<file path="src/rtl/pulse_peak_detector_pkg.sv">
// Shared settings and types for the pulse peak detector.
//
// package_settings         : data-path width of the shaped filter samples.
// peak_detector_parameters : detector state type, parameter defaults and
//                            the width of the dropped-event counter.

package package_settings;
  localparam int SIZE_FILTER_DATA = 16;
endpackage : package_settings

package peak_detector_parameters;
  localparam int TS_W_DEF      = 32;
  localparam int MAX_WIDTH_DEF = 1024;
  localparam int BL_SHIFT_DEF  = 6;
  localparam int LOST_W        = 16;

  typedef enum logic [1:0] {
    IDLE  = 2'd0,
    ARMED = 2'd1,
    DEAD  = 2'd2
  } state_t;
endpackage : peak_detector_parameters

</file>
<file path="src/rtl/peak_baseline_tracker.sv">
// Slow baseline estimator for the pulse peak detector.
//
// Exists only when PEAK_DET_BASELINE_EN is defined.
//
// Ports:
//   clk      in  rising-edge clock
//   reset    in  synchronous, active-low reset
//   enable   in  track the input this cycle (frozen otherwise)
//   sample   in  SIZE_FILTER_DATA-bit unsigned filter sample
//   baseline out SIZE_FILTER_DATA-bit integer part of the estimate
//
// The accumulator holds baseline scaled by 2**BL_SHIFT, so each update is
// baseline += (sample - baseline) >>> BL_SHIFT with the fractional bits
// retained. Without them, differences smaller than 2**BL_SHIFT would never
// move the estimate and it would settle well below a constant input.

`ifdef PEAK_DET_BASELINE_EN
module peak_baseline_tracker
  import package_settings::*;
#(
  parameter int BL_SHIFT = 6
) (
  input  logic                        clk,
  input  logic                        reset,
  input  logic                        enable,
  input  logic [SIZE_FILTER_DATA-1:0] sample,
  output logic [SIZE_FILTER_DATA-1:0] baseline
);

  localparam int ACC_W = SIZE_FILTER_DATA + BL_SHIFT;

  // The accumulator never goes negative (each step removes at most 1/2**BL_SHIFT
  // of it), so it is stored unsigned; the difference is signed and
  // sign-extended before the add.
  logic [ACC_W-1:0]                acc;
  logic signed [SIZE_FILTER_DATA:0] diff;

  assign baseline = acc[ACC_W-1:BL_SHIFT];
  assign diff     = signed'({1'b0, sample}) - signed'({1'b0, baseline});

  always_ff @(posedge clk) begin
    if (!reset) begin
      acc <= '0;
    end else if (enable) begin
      acc <= acc + ACC_W'(diff);
    end
  end

endmodule : peak_baseline_tracker
`endif

</file>
<file path="src/rtl/pulse_peak_detector.sv">
// Pulse peak detector: finds the peak of each above-threshold pulse in a
// shaped sample stream and presents amplitude + timestamp in a one-deep
// valid/ready output slot.
//
// Build option: define PEAK_DET_BASELINE_EN to subtract a slowly tracked
// baseline (peak_baseline_tracker) from each sample before detection.
//
// Ports:
//   clk          in  rising-edge clock
//   reset        in  synchronous, active-low reset
//   filter_data  in  SIZE_FILTER_DATA unsigned sample, one per cycle
//   threshold    in  SIZE_FILTER_DATA trigger level (strictly above arms)
//   holdoff      in  8-bit dead time after each pulse
//   out_ready    in  consumer takes the event in the slot
//   out_valid    out slot holds an event
//   out_amp      out SIZE_FILTER_DATA peak amplitude
//   out_ts       out TS_W timestamp of the (first) peak sample
//   lost_cnt     out 16-bit saturating count of dropped/aborted events
//   busy         out detector is not IDLE

module pulse_peak_detector
  import package_settings::*;
  import peak_detector_parameters::*;
#(
  parameter int TS_W      = TS_W_DEF,
  parameter int MAX_WIDTH = MAX_WIDTH_DEF,
  parameter int BL_SHIFT  = BL_SHIFT_DEF
) (
  input  logic                        clk,
  input  logic                        reset,
  input  logic [SIZE_FILTER_DATA-1:0] filter_data,
  input  logic [SIZE_FILTER_DATA-1:0] threshold,
  input  logic [7:0]                  holdoff,
  input  logic                        out_ready,
  output logic                        out_valid,
  output logic [SIZE_FILTER_DATA-1:0] out_amp,
  output logic [TS_W-1:0]             out_ts,
  output logic [LOST_W-1:0]           lost_cnt,
  output logic                        busy
);

  localparam int WIDTH_W = $clog2(MAX_WIDTH);

  state_t                      state;
  logic [TS_W-1:0]             ts_cnt;
  logic [SIZE_FILTER_DATA-1:0] peak;
  logic [TS_W-1:0]             peak_ts;
  logic [WIDTH_W-1:0]          width_cnt;
  logic [7:0]                  dead_cnt;
  logic [SIZE_FILTER_DATA-1:0] eff;

`ifdef PEAK_DET_BASELINE_EN
  logic [SIZE_FILTER_DATA-1:0] baseline;

  // Baseline follows the input only between pulses so a pulse cannot pull
  // the reference up under itself.
  peak_baseline_tracker #(
    .BL_SHIFT (BL_SHIFT)
  ) u_baseline (
    .clk      (clk),
    .reset    (reset),
    .enable   (state == IDLE),
    .sample   (filter_data),
    .baseline (baseline)
  );

  assign eff = (filter_data > baseline) ? filter_data - baseline : '0;
`else
  // BL_SHIFT only matters when the baseline tracker is built.
  logic unused_bl_shift;
  assign unused_bl_shift = ^BL_SHIFT;
  assign eff = filter_data;
`endif

  logic emit, abort, slot_free, drop;

  assign emit      = (state == ARMED) && (eff <= threshold);
  assign abort     = (state == ARMED) && !emit && (width_cnt == WIDTH_W'(MAX_WIDTH - 1));
  assign slot_free = out_valid && out_ready;
  // A pulse is lost when it is aborted, or when it completes while the slot
  // is still occupied and not being drained this cycle.
  assign drop      = abort || (emit && out_valid && !out_ready);
  assign busy      = (state != IDLE);

  // NOTE: all state here uses non-blocking assignments, so every branch reads
  // the pre-edge value of peak/out_valid/lost_cnt regardless of statement order.
  always_ff @(posedge clk) begin
    if (!reset) begin
      state     <= IDLE;
      ts_cnt    <= '0;
      peak      <= '0;
      peak_ts   <= '0;
      width_cnt <= '0;
      dead_cnt  <= '0;
      out_valid <= 1'b0;
      out_amp   <= '0;
      out_ts    <= '0;
      lost_cnt  <= '0;
    end else begin
      ts_cnt <= ts_cnt + TS_W'(1);

      unique case (state)
        IDLE: begin
          if (eff > threshold) begin
            state     <= ARMED;
            peak      <= eff;
            peak_ts   <= ts_cnt;
            width_cnt <= '0;
          end
        end
        ARMED: begin
          if (emit || abort) begin
            state    <= DEAD;
            dead_cnt <= holdoff;
          end else begin
            width_cnt <= width_cnt + WIDTH_W'(1);
            // Strictly greater: on a plateau the first sample keeps the stamp.
            if (eff > peak) begin
              peak    <= eff;
              peak_ts <= ts_cnt;
            end
          end
        end
        DEAD: begin
          if (dead_cnt != '0) begin
            dead_cnt <= dead_cnt - 8'd1;
          end else if (eff <= threshold) begin
            state <= IDLE;
          end
        end
        default: state <= IDLE;
      endcase

      // Slot: a new event may be loaded in the same cycle the old one drains.
      if (emit && (!out_valid || out_ready)) begin
        out_valid <= 1'b1;
        out_amp   <= peak;
        out_ts    <= peak_ts;
      end else if (slot_free) begin
        out_valid <= 1'b0;
      end

      if (drop && (lost_cnt != '1)) begin
        lost_cnt <= lost_cnt + LOST_W'(1);
      end
    end
  end

endmodule : pulse_peak_detector

</file>
<file path="config.mk">
export PLATFORM = sky130hd
export DESIGN_NAME = pulse_peak_detector
export DESIGN_NICKNAME = d
export VERILOG_FILES = /design/src/rtl/pulse_peak_detector_pkg.sv /design/src/rtl/peak_baseline_tracker.sv /design/src/rtl/pulse_peak_detector.sv
export SDC_FILE = /design/constraint.sdc
export NUM_CORES = 1
export LEC_CHECK = 0
export ABC_AREA = 1
export CELL_PAD_IN_SITES_DETAIL_PLACEMENT = 0
export CELL_PAD_IN_SITES_GLOBAL_PLACEMENT = 2
export CORE_MARGIN = 4
export CORE_UTILIZATION = 32
export CTS_BUF_LIST = sky130_fd_sc_hd__clkbuf_2 sky130_fd_sc_hd__clkbuf_4 sky130_fd_sc_hd__clkbuf_8
export DETAILED_ROUTE_END_ITERATION = 8
export PLACE_DENSITY_LB_ADDON = 0.1
export SLEW_MARGIN = 20
export SYNTH_ARGS = -nofsm -noshare
export SYNTH_HDL_FRONTEND = slang
export SYNTH_SLANG_ARGS = --single-unit
</file>
<file path="constraint.sdc">
create_clock -name clk -period 3.15 [get_ports clk]
set_input_delay 0.945 -clock clk [delete_from_list [all_inputs] [get_ports clk]]
set_output_delay 0.945 -clock clk [all_outputs]
set_load 0.005 [all_outputs]
</file>
==> metrics.txt, run 1 <==
CTS tree=yes; Critical Path Start Type=primary input; actual slew at the worst max-slew pin=0.519 ns; crit path max fanout=44; # setup viols final=0; worst reg2reg setup slack=1.01 ns; Total GRT Usage=0.160; Max Fclk=366 MHz; worst skew pair latency=0.46 ns; Die X=168 um; min Tclk post-route=2.74 ns; Post-CTS Setup Inserts=0; wire per inst=13.8 um; Num CTS Buffers=17; post-synthesis register bit count=165; kind of capture point of the worst setup path=register; unrepaired setup endpoints after global routing=false; initial antenna violation count=0; TritonCTS Sinks=165; Final Hold Fails=0; Max Cap Violations=0; Syn-to-layout area delta=24.6%; drt pass-1 iters=4; pin count of the biggest net entering global routing=78; vias in the first global route=7,314; Avg Synthesized Cell Area=7.05 um^2; Yosys Warn Count=0; Chip Height=168 um; first-pass GRT wire length=37,400 um; Initial Util=0.325; Synth Instances=1,161; Worst-path clk slew=0.10 ns; num rows=58; pwr/cell area=476 nW/um^2; register area share after synthesis=0.404; nets=1,352; Root Driver=clkbuf_8; Netlist cell types=36; leakage=3.97 nW; hold crit path type=register to register; Synth top cells by count=nand2_1, dfxtp_1, a21oi_1; fraction of layout cells with a size suffix above 1=0.0755; drt via density=4.67; Post-synth top flop=dfxtp_1; Worst Path Arrival=3.07 ns; Hold Crit Endpoint=out_ts[19]$_SDFFE_PN0P_; share of the synthesized area in the top cell type=0.404; worst-case reg-to-reg path depth=9; worst r2r dst=ts_cnt[30]$_SDFF_PN0_; drt first-iter violations=307; die area=28,200 um^2; ys async rst share=0; top post-synthesis cells by area=dfxtp_1, nand2_1, a21oi_1; slew margin rel.=0.651; DRC Markers=0; clock buffer depth=2; Setup CP Type=primary input to register; Max VDD drop=0.207 mV; Synth Cell Area=8180 um^2; Layout Skew=0.0225 ns; Syn Nets=1,241; Slew Limit Fails=0; Via Count=7,540; count leader, synth=nand2_1; area of the core=25,200 um^2; Reg-to-Reg Start=ts_cnt[0]$_SDFF_PN0_; setup TNS=0 ns; DP HPWL=15,700 um; Final ANT Viol Nets=0; Post-synth EDFFs=0; DRT Wirelength=22,300 um; IO Port Bufs=108; period utilisation layout=0.868; Synth area leader=dfxtp_1; GPL Wtd Cong=0.757; hold depth=2; residual overflow from global routing=0; Hold WS=0.454 ns; PostCTS Resize Cnt=0; Antenna Cells=0; min-delay src=peak_ts[19]$_SDFFE_PN0P_; hold_buf cts=0; status=completed; CTS H-Tree Depth=4; WP data required=3.49 ns; Top Ports=109
-- flip-flops by register name (all words and copies together), names as in the netlist --
| name | cells |
|---|---|
| lost_cnt | 16 |
| out_valid | 1 |
| ts_cnt | 32 |
| width_cnt | 10 |
| peak | 16 |
| out_amp | 16 |
| dead_cnt | 8 |
| peak_ts | 32 |
| out_ts | 32 |
| state | 2 |
-- critical path, stage by stage --
cell             delay, ns
clkdlybuf4s50_1       0.44
buf_4                 0.16
ha_1                  0.28
nand2_1               0.05
inv_1                 0.05
nand3_1               0.11
a31oi_1               0.22
nor2_1                0.07
nand2_1               0.07
nand2_1               0.05
nand2_2               0.13
buf_12                0.23
nand3_1               0.11
nand2_1               0.07
nor2_1                0.04
-- power by group --
group | leakage, nW | internal [W] | switching, W | total [W]
registers | 1.34 | 0.00222 | 0.0000976 | 0.00232
logic | 2.44 | 0.000420 | 0.000556 | 0.000976
clock network | 0.187 | 0.000730 | 0.000823 | 0.00155
total | 3.97 | 0.00337 | 0.00148 | 0.00485
-- routing by layer --
metal  wire [um]  part of all wire  global-route usage  up-vias
li1            -                 -                   -     4020
met1       10800              0.48               0.213     3417
met2       10600              0.47               0.269       83
met3         635             0.028              0.0282       20
met4         296             0.013              0.0399        0
met5           0                 0                   0        -
-- through the flow --
| stage | std cells | instance area (um^2) | setup slack, ns | power (W) | util |
|---|---|---|---|---|---|
| 4_1_cts | 1614 | 10200 | 0.433 | 0.00494 | 0.405 |
| 3_5_place_dp | 1583 | 9810 | -0.0551 | 0.00337 | 0.389 |
| 6_report | 1614 | 10200 | 0.414 | 0.00485 | 0.405 |
| 5_1_grt | 1614 | 10200 | 0.193 | 0.00517 | 0.405 |
| 3_3_place_gp | 1583 | 9810 | -0.0420 | 0.00336 | 0.389 |
| 2_1_floorplan | 1161 | 8180 | 0.655 | 0.00300 | - |
-- kinds of logic (layout without fill, tap and decap cells) --
logic type / after synthesis / in the layout / share of synthesized area
adder cells (fa/ha/maj): 37 / 37 / 0.0566
buffers and inverters: 168 / 291 / 0.0853
XOR/XNOR: 16 / 16 / 0.0171
flip-flops: 165 / 165 / 0.404
AND/OR/NAND/NOR: 575 / 575 / 0.311
AO/OA/AOI/OAI: 200 / 200 / 0.126
-- cell type report --
cell class	instances	area, um^2
tap	330	413
inverter	112	420
timing repair buffer	148	1490
sequential	165	3300
clock inverter	12	131
fill	2696	15000
multi-input combinational	828	4180
clock buffer	19	255
-- worst max-delay path by stage --
| stage | start | to | slack (ns) | depth (start not counted) |
|---|---|---|---|---|
| 2_1_floorplan | threshold[11] | state[1]$_SDFFE_PN0P_ | 0.65 | 14 |
| 6_report | filter_data[15] | peak_ts[31]$_SDFFE_PN0P_ | 0.41 | 15 |
| 5_1_grt | threshold[13] | out_amp[2]$_SDFFE_PN0P_ | 0.19 | 13 |
| 3_3_place_gp | filter_data[15] | peak_ts[7]$_SDFFE_PN0P_ | -0.04 | 15 |
| 4_1_cts | threshold[15] | out_ts[2]$_SDFFE_PN0P_ | 0.43 | 13 |
| 3_5_place_dp | threshold[15] | out_ts[2]$_SDFFE_PN0P_ | -0.06 | 13 |
-- cells in the final DEF (no fill, tap or decap), drive strengths merged, types with 11 or more instances in the layout --
cell,count
clkbuf,19
clkdlybuf4s50,107
nor3,27
dfxtp,165
buf,41
a21oi,158
nand3b,23
xor2,11
nor2,132
nand3,69
ha,37
nand4,26
nand2,289
inv,113
o21ai,27
(Power assumes the default switching activity.)
==> run 2, diff against run 1 <==
--- a/config.mk
+++ b/config.mk
@@ -8,11 +8,13 @@
 export ABC_AREA = 1
 export CELL_PAD_IN_SITES_DETAIL_PLACEMENT = 0
 export CELL_PAD_IN_SITES_GLOBAL_PLACEMENT = 2
+export CORE_ASPECT_RATIO = 0.6
 export CORE_MARGIN = 4
 export CORE_UTILIZATION = 32
 export CTS_BUF_LIST = sky130_fd_sc_hd__clkbuf_2 sky130_fd_sc_hd__clkbuf_4 sky130_fd_sc_hd__clkbuf_8
 export DETAILED_ROUTE_END_ITERATION = 8
 export PLACE_DENSITY_LB_ADDON = 0.1
+export SETUP_SLACK_MARGIN = 0.4
 export SLEW_MARGIN = 20
 export SYNTH_ARGS = -nofsm -noshare
 export SYNTH_HDL_FRONTEND = slang
==> run 2 against run 1 <==
Net effect: routed wire length is 21% higher; sequential cell count stayed put; fmax is 1.6% higher; highest routed layer unchanged; sequential share of layout area is 2.5 points lower; via count is 5.7% higher; sequential power hardly changed; clock power is 3% lower; global-route usage is 0.27 points higher; total power is 6.7% higher; critical endpoint is now peak_ts[28]$_SDFFE_PN0P_; combinational power is 36% higher.
==> metrics.txt, run 2 (same netlist as run 1, synthesis figures left out) <==
status=completed (unchanged); period utilisation layout=0.855 (was 0.868); nets=1,384 (was 1,352); first-pass GRT wire length=37,900 um (was 37,400 um); area of the core=25,200 um^2 (about the same); DRC Markers=0 (unchanged); Syn-to-layout area delta=35.1% (was 24.6%); GPL Wtd Cong=0.803 (was 0.757); Final ANT Viol Nets=0 (unchanged); min Tclk post-route=2.69 ns (was 2.74 ns); Antenna Cells=0 (unchanged); FILL cells=2,609 (was 2,696); pre-CTS WS=-0.140 ns (was -0.0551 ns); Worst-path clk slew=0.09 ns (was 0.10 ns); num rows=45 (was 58); WP data required=3.54 ns (was 3.49 ns); hold crit path type=register to register (unchanged); Sequential Area=3300 um^2 (unchanged); final worst slack=0.456 ns (was 0.414 ns); TritonCTS Sinks=165 (unchanged); unrepaired setup endpoints after global routing=false (unchanged); Final Hold Fails=0 (unchanged); top flop regs=out_ts (32), peak_ts (32), ts_cnt (32) (unchanged); Chip Height=132 um (was 168 um); die area=28,300 um^2 (was 28,200 um^2); Via Count=7,973 (was 7,540); Critical Path Start Type=primary input (unchanged); area of the multi-input gates=4430 um^2 (was 4180 um^2); fraction of layout cells with a size suffix above 1=0.128 (was 0.0755); total power=0.00518 W (was 0.00485 W); DRT Wirelength=26,900 um (was 22,300 um); vias in the first global route=7,195 (was 7,314); Initial Util=0.324 (was 0.325); most frequent cells in the layout=nand2_1, dfxtp_1, a21oi_1 (unchanged); Die X=214 um (was 168 um); Hold WS=0.459 ns (was 0.454 ns); pwr/cell area=468 nW/um^2 (was 476 nW/um^2); Worst Path Arrival=3.08 ns (was 3.07 ns); drt first-iter violations=495 (was 307); Total GRT Usage=0.162 (was 0.160); residual overflow from global routing=0 (unchanged); Num CTS Buffers=17 (unchanged); leakage=4.43 nW (was 3.97 nW); Setup CP Type=primary input to register (unchanged); Top Ports=109 (unchanged); DP HPWL=16,100 um (was 15,700 um); drt pass-1 iters=5 (was 4); most common cell after layout, fill and taps aside=nand2_1 (unchanged); hold_buf cts=0 (unchanged); Root Driver=clkbuf_8 (unchanged); crit path max fanout=7 (was 44); pin count of the biggest net entering global routing=89 (was 78); drt via density=4.85 (was 4.67); initial antenna violation count=0 (unchanged); wire per inst=16.4 um (was 13.8 um); Max Cap Violations=0 (unchanged); IO Port Bufs=108 (unchanged); Slew Limit Fails=0 (unchanged); actual slew at the worst max-slew pin=0.718 ns (was 0.519 ns); Max Fclk=371 MHz (was 366 MHz); Layout Skew=0.0251 ns (was 0.0225 ns); slew margin rel.=0.521 (was 0.651); CTS tree=yes (unchanged); CTS H-Tree Depth=4 (unchanged); # setup viols final=0 (unchanged); kind of capture point of the worst setup path=register (unchanged); clock buffer depth=2 (unchanged); Max VDD drop=0.273 mV (was 0.207 mV); worst skew pair latency=0.49 ns (was 0.46 ns)
==> run 2: cell count changes in the layout (fill, tap and decap cells not counted), moves of 4 or more <==
cell             delta
a21oi_1            -21
a21oi_2            +21
buf_12              +4
buf_6              +11
clkbuf_16          +14
clkbuf_8            +6
clkdlybuf4s50_1    -15
dlymetal6s2s_1     +15
ha_1                -6
ha_4                +6
inv_1               -4
nand2_1             -4
==> run 2: power breakdown <==
part / total, W / switching [W] / internal (W) / leakage, nW
Sequential: 0.00233 / 0.000109 / 0.00222 / 1.34
Clock: 0.00151 / 0.000813 / 0.000698 / 0.190
Combinational: 0.00133 / 0.000726 / 0.000607 / 2.90
Total: 0.00518 / 0.00165 / 0.00353 / 4.43
==> run 2: area by class of cell <==
type,count,share of cell area
clock buffers,25,0.0306
clock inverters,6,0.00374
inverters,112,0.0385
multi-input cells,830,0.401
flip-flops and latches,165,0.299
well taps,329,0.0372
repair buffers,178,0.190
==> run 2: what timing repair did <==
action | in CTS | in global routing
endpoints found under the setup margin | 22 | 122
gates cloned | 0 | 23
gates resized for setup | 1 | 79
setup buffers | 0 | 2
pin swaps | 0 | 16
==> run 2: metal layers <==
layer  wire (um)  track usage  share of wire
met5           0            0              0
met4         216       0.0385         0.0080
met3         917       0.0375          0.034
met2       11000        0.239           0.41
met1       14800        0.240           0.55
==> run 2: final timing paths <==
check | cells after the start | slack (ns) | from | end
setup / recovery | 17 | 0.46 | threshold[9] | peak_ts[28]$_SDFFE_PN0P_
hold / removal | 2 | 0.46 | peak_ts[11]$_SDFFE_PN0P_ | out_ts[11]$_SDFFE_PN0P_
setup reg to reg | 10 | 0.93 | state[1]$_SDFFE_PN0P_ | dead_cnt[6]$_SDFFE_PN0P_
hold reg to reg | 2 | 0.46 | peak_ts[11]$_SDFFE_PN0P_ | out_ts[11]$_SDFFE_PN0P_
==> run 2: through the flow <==
stage | utilization | instance area (um^2) | std cells | TNS [ns]
floorplan | - | 8180 | 1161 | 0
global placement | 0.392 | 9880 | 1589 | -7.48
detailed placement | 0.392 | 9880 | 1589 | -9.07
CTS | 0.407 | 10300 | 1620 | 0
global route | 0.438 | 11100 | 1645 | 0
finish | 0.438 | 11100 | 1645 | 0
==> run 2: worst max-delay path, cell delays in order <==
cell and delay (ns):
clkdlybuf4s50_1 0.45, inv_1 0.06, ha_4 0.26, nand2_1 0.04, nand2_1 0.05, nand2_1 0.05, a21oi_1 0.13, nor2_1 0.05
buf_4 0.15, nand2_4 0.08, nand3_4 0.09, nor2_4 0.16, buf_12 0.16, buf_6 0.18, nand3_1 0.09, nand2_1 0.07
nor2_1 0.04
==> run 3, diff against run 2 <==
--- a/config.mk
+++ b/config.mk
@@ -6,6 +6,7 @@
 export NUM_CORES = 1
 export LEC_CHECK = 0
 export ABC_AREA = 1
+export CAP_MARGIN = 15
 export CELL_PAD_IN_SITES_DETAIL_PLACEMENT = 0
 export CELL_PAD_IN_SITES_GLOBAL_PLACEMENT = 2
 export CORE_ASPECT_RATIO = 0.6
@@ -15,6 +16,7 @@
 export DETAILED_ROUTE_END_ITERATION = 8
 export PLACE_DENSITY_LB_ADDON = 0.1
 export SETUP_SLACK_MARGIN = 0.4
+export SKIP_LAST_GASP = 1
 export SLEW_MARGIN = 20
 export SYNTH_ARGS = -nofsm -noshare
 export SYNTH_HDL_FRONTEND = slang
==> results of run 3 <==
The final DEF is identical to that of run 2; final timing and power are the same.
==> patch, RTL diff (settings of run 1) <==
The 3 states of `state_t` get a one-hot encoding in 3 bits.
--- a/src/rtl/pulse_peak_detector_pkg.sv
+++ b/src/rtl/pulse_peak_detector_pkg.sv
@@ -15,8 +15,8 @@
   localparam int LOST_W        = 16;
 
-  typedef enum logic [1:0] {
-    IDLE  = 2'd0,
-    ARMED = 2'd1,
-    DEAD  = 2'd2
+  typedef enum logic [2:0] {
+    IDLE  = 3'b001,
+    ARMED = 3'b010,
+    DEAD  = 3'b100
   } state_t;
 endpackage : peak_detector_parameters
Check against the original RTL: same outputs for any inputs over 4 cycles, from zero or initial values and one cycle with reset low; so few cycles prove little.
==> patch against run 1 <==
Sequential power about the same. Power decreased by 2.9%. Combinational power decreased by 8.1%. Via count increased by 0.74%. Setup slack got worse by 0.18 ns. Area after synthesis increased by 0.61%. Largest cell class unchanged. First-iteration DRC count increased by 26%. Clock power decreased by 3%. Sequential cell count increased by 1. Cell area increased by 0.79%. Wire length decreased by 1.8%.
==> patch: results (changes against run 1) <==
cp.arrival_ns: 3.29  # was 3.07 ns
placed_area_mm2: 0.00991  # was 0.00981 mm^2
synth-compound-area-share_pct: 12.4  # was 12.6%
ir_drop_mv: 0.224  # was 0.207 mV
routed_wl_mm: 21.9  # was 22.3 mm
stdcell_count: 1624  # was 1614
grt_util_all_layers_pct: 15.5  # was 16.0%
yosys-top-cells-count: "nand2_1 (295), dfxtp_1 (166), a21oi_1 (157), nor2_1 (127), inv_1 (101)"  # was nand2_1 (285), dfxtp_1 (165), a21oi_1 (158), nor2_1 (127), inv_1 (107)
syn-instance-count: 1164  # was 1161
hp-start: "peak_ts[4]"  # was peak_ts[19]
p_leak_nw: 3.97  # about the same
yosysUniqueCellTypes: 37  # was 36
grt_max_degree: 56  # was 78
grt_pass1_wl_mm: 36.6  # was 37.4 mm
final_nets: 1363  # was 1352
vias: 7596  # was 7540
crit_start: "threshold[11]"  # was filter_data[15]
grt_pass1_vias: 7316  # was 7314
drive_gt1_share_pct: 7.88  # was 7.55%
place.gp.congestion: 0.814  # was 0.757
synth_area_leaders: "dfxtp_1 (40%), nand2_1 (13%), a21oi_1 (9.5%)"  # was dfxtp_1 (40%), nand2_1 (13%), a21oi_1 (9.7%)
status: "finished, final reports clean"  # unchanged
place_ws_ns: -0.221  # was -0.0551 ns
muxShareOfSynthArea_pct: 0.122  # was 0%
yosysSeqAreaShare_pct: 40.4  # about the same
## patch: worst paths after layout
check | endpoint | cells past startpoint | slack (ns)
worst max-delay path | peak_ts[11] | 15 | 0.23
worst min register to register | out_ts[4] | 2 | 0.46
worst max register to register | ts_cnt[28] | 12 | 0.84
worst min-delay path | out_ts[4] | 2 | 0.46
## patch: metal layers
| metal | part of all wire, % | track usage (%) |
|---|---|---|
| met4 | 0.57 | 2.65 |
| met2 | 46 | 25.9 |
| met3 | 3.0 | 2.98 |
| met5 | 0 | 0 |
| met1 | 50 | 21.1 |
## patch: power groups by stage
stage                     sequential (W)  combinational, W  clock, W
after floorplan                  0.00235          0.000607         0
after global placement           0.00237          0.000904         0
after detailed placement         0.00237          0.000911         0
after CTS                        0.00232          0.000915   0.00158
after global routing             0.00234           0.00104   0.00165
final                            0.00232          0.000897   0.00150
## patch: worst register-to-register path, stage by stage, from the launching register on
cell and delay (ns):
dfxtp_1 0.38, ha_1 0.19, nand2_1 0.07, nor2_1 0.21
nand2_1 0.14, nor2_2 0.20, nand2_1 0.12, inv_2 0.10
nand3b_1 0.15, nor4_1 0.42, nand2_1 0.09, nand2_1 0.08
nor2_1 0.04
## patch: layout make-up
cell class / count / area (um^2) / area share (%)
sequential: 166 / 3320 / 32.3
multi-input combinational: 837 / 4240 / 41.3
tap: 330 / 413 / 4.02
clock buffer: 20 / 269 / 2.62
clock inverter: 10 / 100 / 0.974
timing repair buffer: 155 / 1530 / 14.9
inverter: 106 / 398 / 3.87
